$ cat src/rtl/axi_bus_pkg.sv
// Shared types and constants for the two-master AXI bus mux.
package axi_bus_pkg;

  typedef enum logic [2:0] {
    ST_IDLE  = 3'd0,
    ST_WADDR = 3'd1,
    ST_WDATA = 3'd2,
    ST_WRESP = 3'd3,
    ST_RADDR = 3'd4,
    ST_RDATA = 3'd5
  } state_e;

  localparam logic [1:0] OKAY   = 2'b00;
  localparam logic [1:0] EXOKAY = 2'b01;
  localparam logic [1:0] SLVERR = 2'b10;
  localparam logic [1:0] DECERR = 2'b11;

  localparam logic M0 = 1'b0;
  localparam logic M1 = 1'b1;

  // Only a clean one-hot grant may start a transaction.
  function automatic logic gnt_valid(input logic [1:0] g);
    return (g == 2'b01) || (g == 2'b10);
  endfunction

  function automatic logic resp_is_err(input logic [1:0] r);
    return (r == SLVERR) || (r == DECERR);
  endfunction

  function automatic logic resp_is_ok(input logic [1:0] r);
    return (r == OKAY) || (r == EXOKAY);
  endfunction

endpackage

$ cat src/rtl/axi_beat_counter.sv
// Burst beat counter: loads LEN, counts down per handshake, flags the final beat.
module axi_beat_counter #(
  parameter int LEN_W = 8
) (
  input  logic             clk,
  input  logic             rst,
  input  logic             load_i,
  input  logic [LEN_W-1:0] load_val_i,
  input  logic             dec_i,
  output logic             is_last_o
);

  logic [LEN_W-1:0] cnt_q, cnt_d;

  // Holding at zero keeps a stray extra handshake from wrapping to 2^LEN_W-1.
  always_comb begin
    cnt_d = cnt_q;
    if (load_i)                          cnt_d = load_val_i;
    else if (dec_i && (cnt_q != '0))     cnt_d = cnt_q - 1'b1;
  end

  always_ff @(posedge clk) begin
    if (rst) cnt_q <= '0;
    else     cnt_q <= cnt_d;
  end

  assign is_last_o = (cnt_q == '0);

endmodule

$ cat src/rtl/axi_bus_mux_2to1.sv
// Routes the granted master's write or read channels to the slave for one burst,
// then pulses txn_done so the upstream arbiter can re-arbitrate.
module axi_bus_mux_2to1
  import axi_bus_pkg::*;
#(
  parameter int ADDR_W = 32,
  parameter int DATA_W = 32,
  parameter int LEN_W  = 8
) (
  input  logic                clk,
  input  logic                rst,
  input  logic [1:0]          gnt,
  // master side
  input  logic [1:0]          m_awvalid,
  output logic [1:0]          m_awready,
  input  logic [2*ADDR_W-1:0] m_awaddr,
  input  logic [2*LEN_W-1:0]  m_awlen,
  input  logic [1:0]          m_wvalid,
  input  logic [1:0]          m_wlast,
  output logic [1:0]          m_wready,
  input  logic [2*DATA_W-1:0] m_wdata,
  output logic [1:0]          m_bvalid,
  input  logic [1:0]          m_bready,
  output logic [3:0]          m_bresp,
  input  logic [1:0]          m_arvalid,
  output logic [1:0]          m_arready,
  input  logic [2*ADDR_W-1:0] m_araddr,
  input  logic [2*LEN_W-1:0]  m_arlen,
  output logic [1:0]          m_rvalid,
  output logic [1:0]          m_rlast,
  input  logic [1:0]          m_rready,
  output logic [2*DATA_W-1:0] m_rdata,
  output logic [3:0]          m_rresp,
  // slave side
  output logic                s_awvalid,
  input  logic                s_awready,
  output logic [ADDR_W-1:0]   s_awaddr,
  output logic [LEN_W-1:0]    s_awlen,
  output logic                s_wvalid,
  output logic                s_wlast,
  input  logic                s_wready,
  output logic [DATA_W-1:0]   s_wdata,
  input  logic                s_bvalid,
  output logic                s_bready,
  input  logic [1:0]          s_bresp,
  output logic                s_arvalid,
  input  logic                s_arready,
  output logic [ADDR_W-1:0]   s_araddr,
  output logic [LEN_W-1:0]    s_arlen,
  input  logic                s_rvalid,
  input  logic                s_rlast,
  output logic                s_rready,
  input  logic [DATA_W-1:0]   s_rdata,
  input  logic [1:0]          s_rresp,
  // status
  output logic                txn_done,
  output logic [1:0]          txn_resp,
  output logic                err_wlast
);

  state_e state_q, state_d;
  logic   sel_q, sel_d;
  logic   err_q, err_d;
  logic   cnt_load, cnt_dec, cnt_last;
  logic   nsel;

  // Selected-master views; only meaningful outside IDLE.
  logic [ADDR_W-1:0] sm_awaddr, sm_araddr;
  logic [LEN_W-1:0]  sm_awlen, sm_arlen;
  logic [DATA_W-1:0] sm_wdata;

  assign sm_awaddr = sel_q ? m_awaddr[2*ADDR_W-1:ADDR_W] : m_awaddr[ADDR_W-1:0];
  assign sm_araddr = sel_q ? m_araddr[2*ADDR_W-1:ADDR_W] : m_araddr[ADDR_W-1:0];
  assign sm_awlen  = sel_q ? m_awlen[2*LEN_W-1:LEN_W]    : m_awlen[LEN_W-1:0];
  assign sm_arlen  = sel_q ? m_arlen[2*LEN_W-1:LEN_W]    : m_arlen[LEN_W-1:0];
  assign sm_wdata  = sel_q ? m_wdata[2*DATA_W-1:DATA_W]  : m_wdata[DATA_W-1:0];
  assign nsel      = gnt[1] ? M1 : M0;

  axi_beat_counter #(.LEN_W(LEN_W)) u_wcnt (
    .clk        (clk),
    .rst        (rst),
    .load_i     (cnt_load),
    .load_val_i (sm_awlen),
    .dec_i      (cnt_dec),
    .is_last_o  (cnt_last)
  );

  always_comb begin
    state_d   = state_q;
    sel_d     = sel_q;
    err_d     = err_q;
    cnt_load  = 1'b0;
    cnt_dec   = 1'b0;
    m_awready = '0;
    m_wready  = '0;
    m_bvalid  = '0;
    m_bresp   = '0;
    m_arready = '0;
    m_rvalid  = '0;
    m_rlast   = '0;
    m_rdata   = '0;
    m_rresp   = '0;
    s_awvalid = 1'b0;
    s_awaddr  = '0;
    s_awlen   = '0;
    s_wvalid  = 1'b0;
    s_wlast   = 1'b0;
    s_wdata   = '0;
    s_bready  = 1'b0;
    s_arvalid = 1'b0;
    s_araddr  = '0;
    s_arlen   = '0;
    s_rready  = 1'b0;
    txn_done  = 1'b0;
    txn_resp  = OKAY;

    unique case (state_q)
      ST_IDLE: begin
        if (gnt_valid(gnt)) begin
          if (m_awvalid[nsel]) begin
            sel_d   = nsel;
            state_d = ST_WADDR;
          end else if (m_arvalid[nsel]) begin
            sel_d   = nsel;
            state_d = ST_RADDR;
          end
        end
      end
      ST_WADDR: begin
        s_awvalid        = m_awvalid[sel_q];
        s_awaddr         = sm_awaddr;
        s_awlen          = sm_awlen;
        m_awready[sel_q] = s_awready;
        if (s_awvalid && s_awready) begin
          cnt_load = 1'b1;
          state_d  = ST_WDATA;
        end
      end
      ST_WDATA: begin
        s_wvalid        = m_wvalid[sel_q];
        s_wdata         = sm_wdata;
        s_wlast         = cnt_last;
        m_wready[sel_q] = s_wready;
        if (s_wvalid && s_wready) begin
          cnt_dec = 1'b1;
          if (m_wlast[sel_q] != cnt_last) err_d = 1'b1;
          if (cnt_last) state_d = ST_WRESP;
        end
      end
      ST_WRESP: begin
        m_bvalid[sel_q]            = s_bvalid;
        m_bresp[{sel_q, 1'b0} +: 2] = s_bresp;
        s_bready                   = m_bready[sel_q];
        if (s_bvalid && s_bready) begin
          txn_done = 1'b1;
          txn_resp = s_bresp;
          state_d  = ST_IDLE;
        end
      end
      ST_RADDR: begin
        s_arvalid        = m_arvalid[sel_q];
        s_araddr         = sm_araddr;
        s_arlen          = sm_arlen;
        m_arready[sel_q] = s_arready;
        if (s_arvalid && s_arready) state_d = ST_RDATA;
      end
      ST_RDATA: begin
        m_rvalid[sel_q]             = s_rvalid;
        m_rlast[sel_q]              = s_rlast;
        m_rresp[{sel_q, 1'b0} +: 2] = s_rresp;
        m_rdata  = sel_q ? {s_rdata, {DATA_W{1'b0}}} : {{DATA_W{1'b0}}, s_rdata};
        s_rready = m_rready[sel_q];
        if (s_rvalid && s_rready && s_rlast) begin
          txn_done = 1'b1;
          txn_resp = s_rresp;
          state_d  = ST_IDLE;
        end
      end
      default: state_d = ST_IDLE;
    endcase
  end

  always_ff @(posedge clk) begin
    if (rst) begin
      state_q <= ST_IDLE;
      sel_q   <= M0;
      err_q   <= 1'b0;
    end else begin
      state_q <= state_d;
      sel_q   <= sel_d;
      err_q   <= err_d;
    end
  end

  assign err_wlast = err_q;

endmodule

$ cat config.mk
export PLATFORM = sky130hd
export DESIGN_NAME = axi_bus_mux_2to1
export DESIGN_NICKNAME = d
export VERILOG_FILES = /design/src/rtl/axi_bus_pkg.sv /design/src/rtl/axi_beat_counter.sv /design/src/rtl/axi_bus_mux_2to1.sv
export SDC_FILE = /design/constraint.sdc
export NUM_CORES = 1
export LEC_CHECK = 0
export ABC_AREA = 1
export BUFFER_PORTS_ARGS = -buffer_cell sky130_fd_sc_hd__buf_2
export CORE_AREA = 2 2 188 190
export CTS_CLUSTER_SIZE = 28
export DETAILED_ROUTE_END_ITERATION = 6
export DIE_AREA = 0 0 190 192
export SLEW_MARGIN = 25
export SYNTH_ARGS = -nofsm -noshare
export SYNTH_HDL_FRONTEND = slang
export SYNTH_SLANG_ARGS = --single-unit
$ cat constraint.sdc
create_clock -name clk -period 1.5 [get_ports clk]
set_input_delay 0.075 -clock clk [delete_from_list [all_inputs] [get_ports clk]]
set_output_delay 0.075 -clock clk [all_outputs]
set_load 0.02 [all_outputs]
==> flow_metrics.py <==
metrics = {
    "worst_setup_path": {
        "cp.arrival_ns": 1.53,
        "path_max_fanout": 6,
        "worstSetupPathType": "reg2out",
        "crit_required_ns": 1.42,
        "critPathLaunch": "state_q[0]$_SDFFE_PP0P_",
        "cp-end-kind": "primary output",
        "r2r_start": "sel_q$_SDFFE_PP0P_",
        "startpoint_type": "register",
        "rr_worst_depth": 10,
    },
    "synthesis": {
        "synth.net_count": 1001,
        "yosysMostFrequentCell": "nand2_1",
        "synth_xor_area_share_pct": 1.32,
        "synth_top_cell_area_share_pct": 30.9,
        "syn_area_per_cell_um2": 4.61,
        "synthTopCellsByCount": "nand2_1, nor2_1, a21oi_1, inv_1, buf_2",
        "synth-async-reset-ratio_pct": 0,
        "yosysSeqAreaShare_pct": 7.87,
        "synthMuxAreaShare_pct": 1.21,
        "synth_compound_area_share_pct": 20.4,
        "yosys.area_share.simple_pct": 51.9,
        "synth_cells": 717,
        "synth_top_family_by_area": "simple AND/OR/NAND/NOR gates",
        "ys_top_cells_by_area": "nand2_1, a21oi_1, nor2_1, inv_1, dfxtp_1",
        "yosysTopAreaCell": "nand2_1",
        "synthAdderAreaFrac_pct": 0.757,
        "ys.flop_type": "dfxtp_1",
        "ys_ff_latch": 13,
        "synthesis.area_um2": 3310,
        "synth_cell_types": 29,
        "synth_edf_count": 0,
        "yosys_warnings": 0,
    },
    "cts": {
        "insertion_delay_ns": 0.24,
        "cts.clk_slew.worst_paths_ns": 0.05,
        "cts_htree_levels": 1,
        "clkSinkCount": 13,
        "cts_tree": "built",
        "ctsHoldBuffers": 0,
        "cts_buffer_depth": 2,
        "cts_root_buf": "clkbuf_16",
        "cts_made_buffers": 3,
    },
    "finish": {
        "finalNonFillerCells": 1688,
        "fin_area_um2": 8490,
        "multiInputGateArea_um2": 3130,
        "post-route-util_pct": 24.8,
        "final_nets": 1514,
        "syn_to_final_growth_pct": 157,
        "fillCellCount": 3798,
        "ff_latch_area_um2": 273,
        "layout-drive-gt1-share_pct": 59.4,
    },
    "pwr": {
        "p_int_mw": 4.18,
        "powerDensity_nw_per_um2": 1060,
        "peakVddDrop_v": 0.000428,
        "seqPwrFrac_pct": 6.1,
        "p_total_mw": 9.02,
        "p_sw_mw": 4.84,
        "power_leakage_nw": 4.58,
        "sw_frac_of_total_pct": 53.7,
        "pwr-share-clk_pct": 5.7,
        "comb_power_share_pct": 88.2,
    },
    "global_routing": {
        "grt_max_degree": 37,
        "grt_pass1_wl_um": 35600,
        "track_usage_pct": 12.8,
        "antenna_found_initial": 7,
        "gr-total-overflow": 0,
        "grt_pass1_vias": 5996,
    },
    "routing": {
        "via_per_inst": 3.96,
        "drt_wl_total_um": 27300,
        "antenna_left": 0,
        "drtPass1Iterations": 5,
        "drtIter0Drc": 369,
        "drc": 0,
        "vias": 6685,
        "routedWlPerCell_um": 16.2,
    },
    "floorplan": {
        "fp-row-count": 68,
        "die_w_um": 190,
        "core_area_um2": 34300,
        "pin_count": 488,
        "chipHeight_um": 192,
        "start_util_pct": 9.64,
        "dieArea_um2": 36500,
    },
    "placed_design": {
        "place_congestion": 0.960,
        "place_inst": 1655,
        "place_area_um2": 6540,
        "hpwl_um": 20200,
        "port_buffers": 487,
    },
    "sta": {
        "period_needed_ns": 1.61,
        "drv_slew": 0,
        "finalSetupViolCount": 149,
        "fin_skew_ns": 0.00455,
        "max_freq_mhz": 622,
        "hold_viol_final": 0,
        "rsz0062_at_grt": "yes",
        "hold_slack_ns": 0.0190,
        "finalCritPeriodShare_pct": 107,
        "worst_slack_ns": -0.109,
        "relSlewSlack_pct": 70.9,
        "worstMarginPinSlew_ns": 0.436,
    },
    "min_path": {
        "hold_path.class": "in2reg",
        "min_path_cells": 2,
        "hold_start": "rst",
    },
    "outcome": {
        "status": "finished, violations left",
        "failed_checks": "negative setup slack",
    },
    "flow_run": {
        "cap_violations": 0,
    },
}
==> metrics by stage <==
step                setup TNS [ns]  setup WS [ns]
detailed placement         -0.0805        -0.0398
floorplan                   -0.197        -0.0987
CTS                          -6.14         -0.117
global route                -17.89         -0.166
finish                       -4.17         -0.109
global placement          -0.00298       -0.00298
==> cell type report <==
type	count	share of cell area, %
Timing Repair Buffer	556	48.2
Multi-Input combinational cell	575	36.9
Tap cell	455	6.70
Inverter	81	3.96
Sequential cell	13	3.21
Clock buffer	4	0.928
Antenna cell	4	0.118
==> registers in the layout, indices dropped and copies added (netlist names) <==
signal	count
state_q	3
u_wcnt.cnt_q	8
err_wlast	1
sel_q	1
==> cell families (layout without fill, tap and decap cells) <==
group,after synthesis,in the layout
AO/OA/AOI/OAI,134,134
XOR/XNOR,5,5
adder cells (fa/ha/maj),2,2
buffers and inverters,129,641
flip-flops,13,13
multiplexers,4,4
other,0,4
AND/OR/NAND/NOR,430,430
==> per-layer routing <==
layer,part of all wire (%),track usage (%)
met1,40,15.5
met2,50,22.4
met3,7.5,3.07
met4,2.3,3.34
met5,0.17,0
==> cells in the final DEF, fill, tap and decap left out, drive strengths merged <==
| cell type | netlist | layout |
|---|---|---|
| a21o | 1 | 1 |
| a21oi | 112 | 112 |
| and2 | 1 | 1 |
| buf | 42 | 554 |
| clkbuf | 6 | 6 |
| dfxtp | 13 | 13 |
| diode | 0 | 4 |
| ha | 2 | 2 |
| inv | 81 | 81 |
| mux2i | 4 | 4 |
| nand2 | 276 | 276 |
| nand3 | 14 | 14 |
| nand4 | 1 | 1 |
| nor2 | 121 | 121 |
| nor3 | 17 | 17 |
| o21ai | 19 | 19 |
| o22ai | 2 | 2 |
| xnor2 | 2 | 2 |
| xor2 | 3 | 3 |
==> power by group through the flow <==
| stage | registers, mW | logic (mW) | clock network [mW] |
|---|---|---|---|
| 6_report | 0.551 | 7.96 | 0.514 |
| 4_1_cts | 0.539 | 7.27 | 0.530 |
| 5_1_grt | 0.559 | 8.47 | 0.542 |
| 3_5_place_dp | 0.511 | 5.60 | 0 |
| 3_3_place_gp | 0.507 | 5.56 | 0 |
| 2_1_floorplan | 0.493 | 3.27 | 0 |
==> worst max-delay path, cell delays in order (launching register included) <==
cell,delay [ns]
dfxtp_4,0.36
inv_8,0.08
nand2_4,0.06
nor2_4,0.13
inv_6,0.09
buf_12,0.16
buf_8,0.13
a21oi_2,0.11
buf_4,0.15
==> timing repair <==
action | 4_1_cts | 5_1_grt
setup endpoints to repair | 207 | 211
pin swaps | 20 | 27
gates cloned | 10 | 2
resized for setup | 318 | 141
buffers inserted | 6 | 7
==> worst paths after layout <==
check / end / slack [ns]
max reg2reg: u_wcnt.cnt_q[4]$_SDFFE_PP0P_ / 0.02
min reg2reg: err_wlast$_SDFFE_PP0P_ / 0.46
min: err_wlast$_SDFFE_PP0P_ / 0.02
max: s_araddr[24] / -0.11
Note: power is estimated with default switching activity, not from simulation.
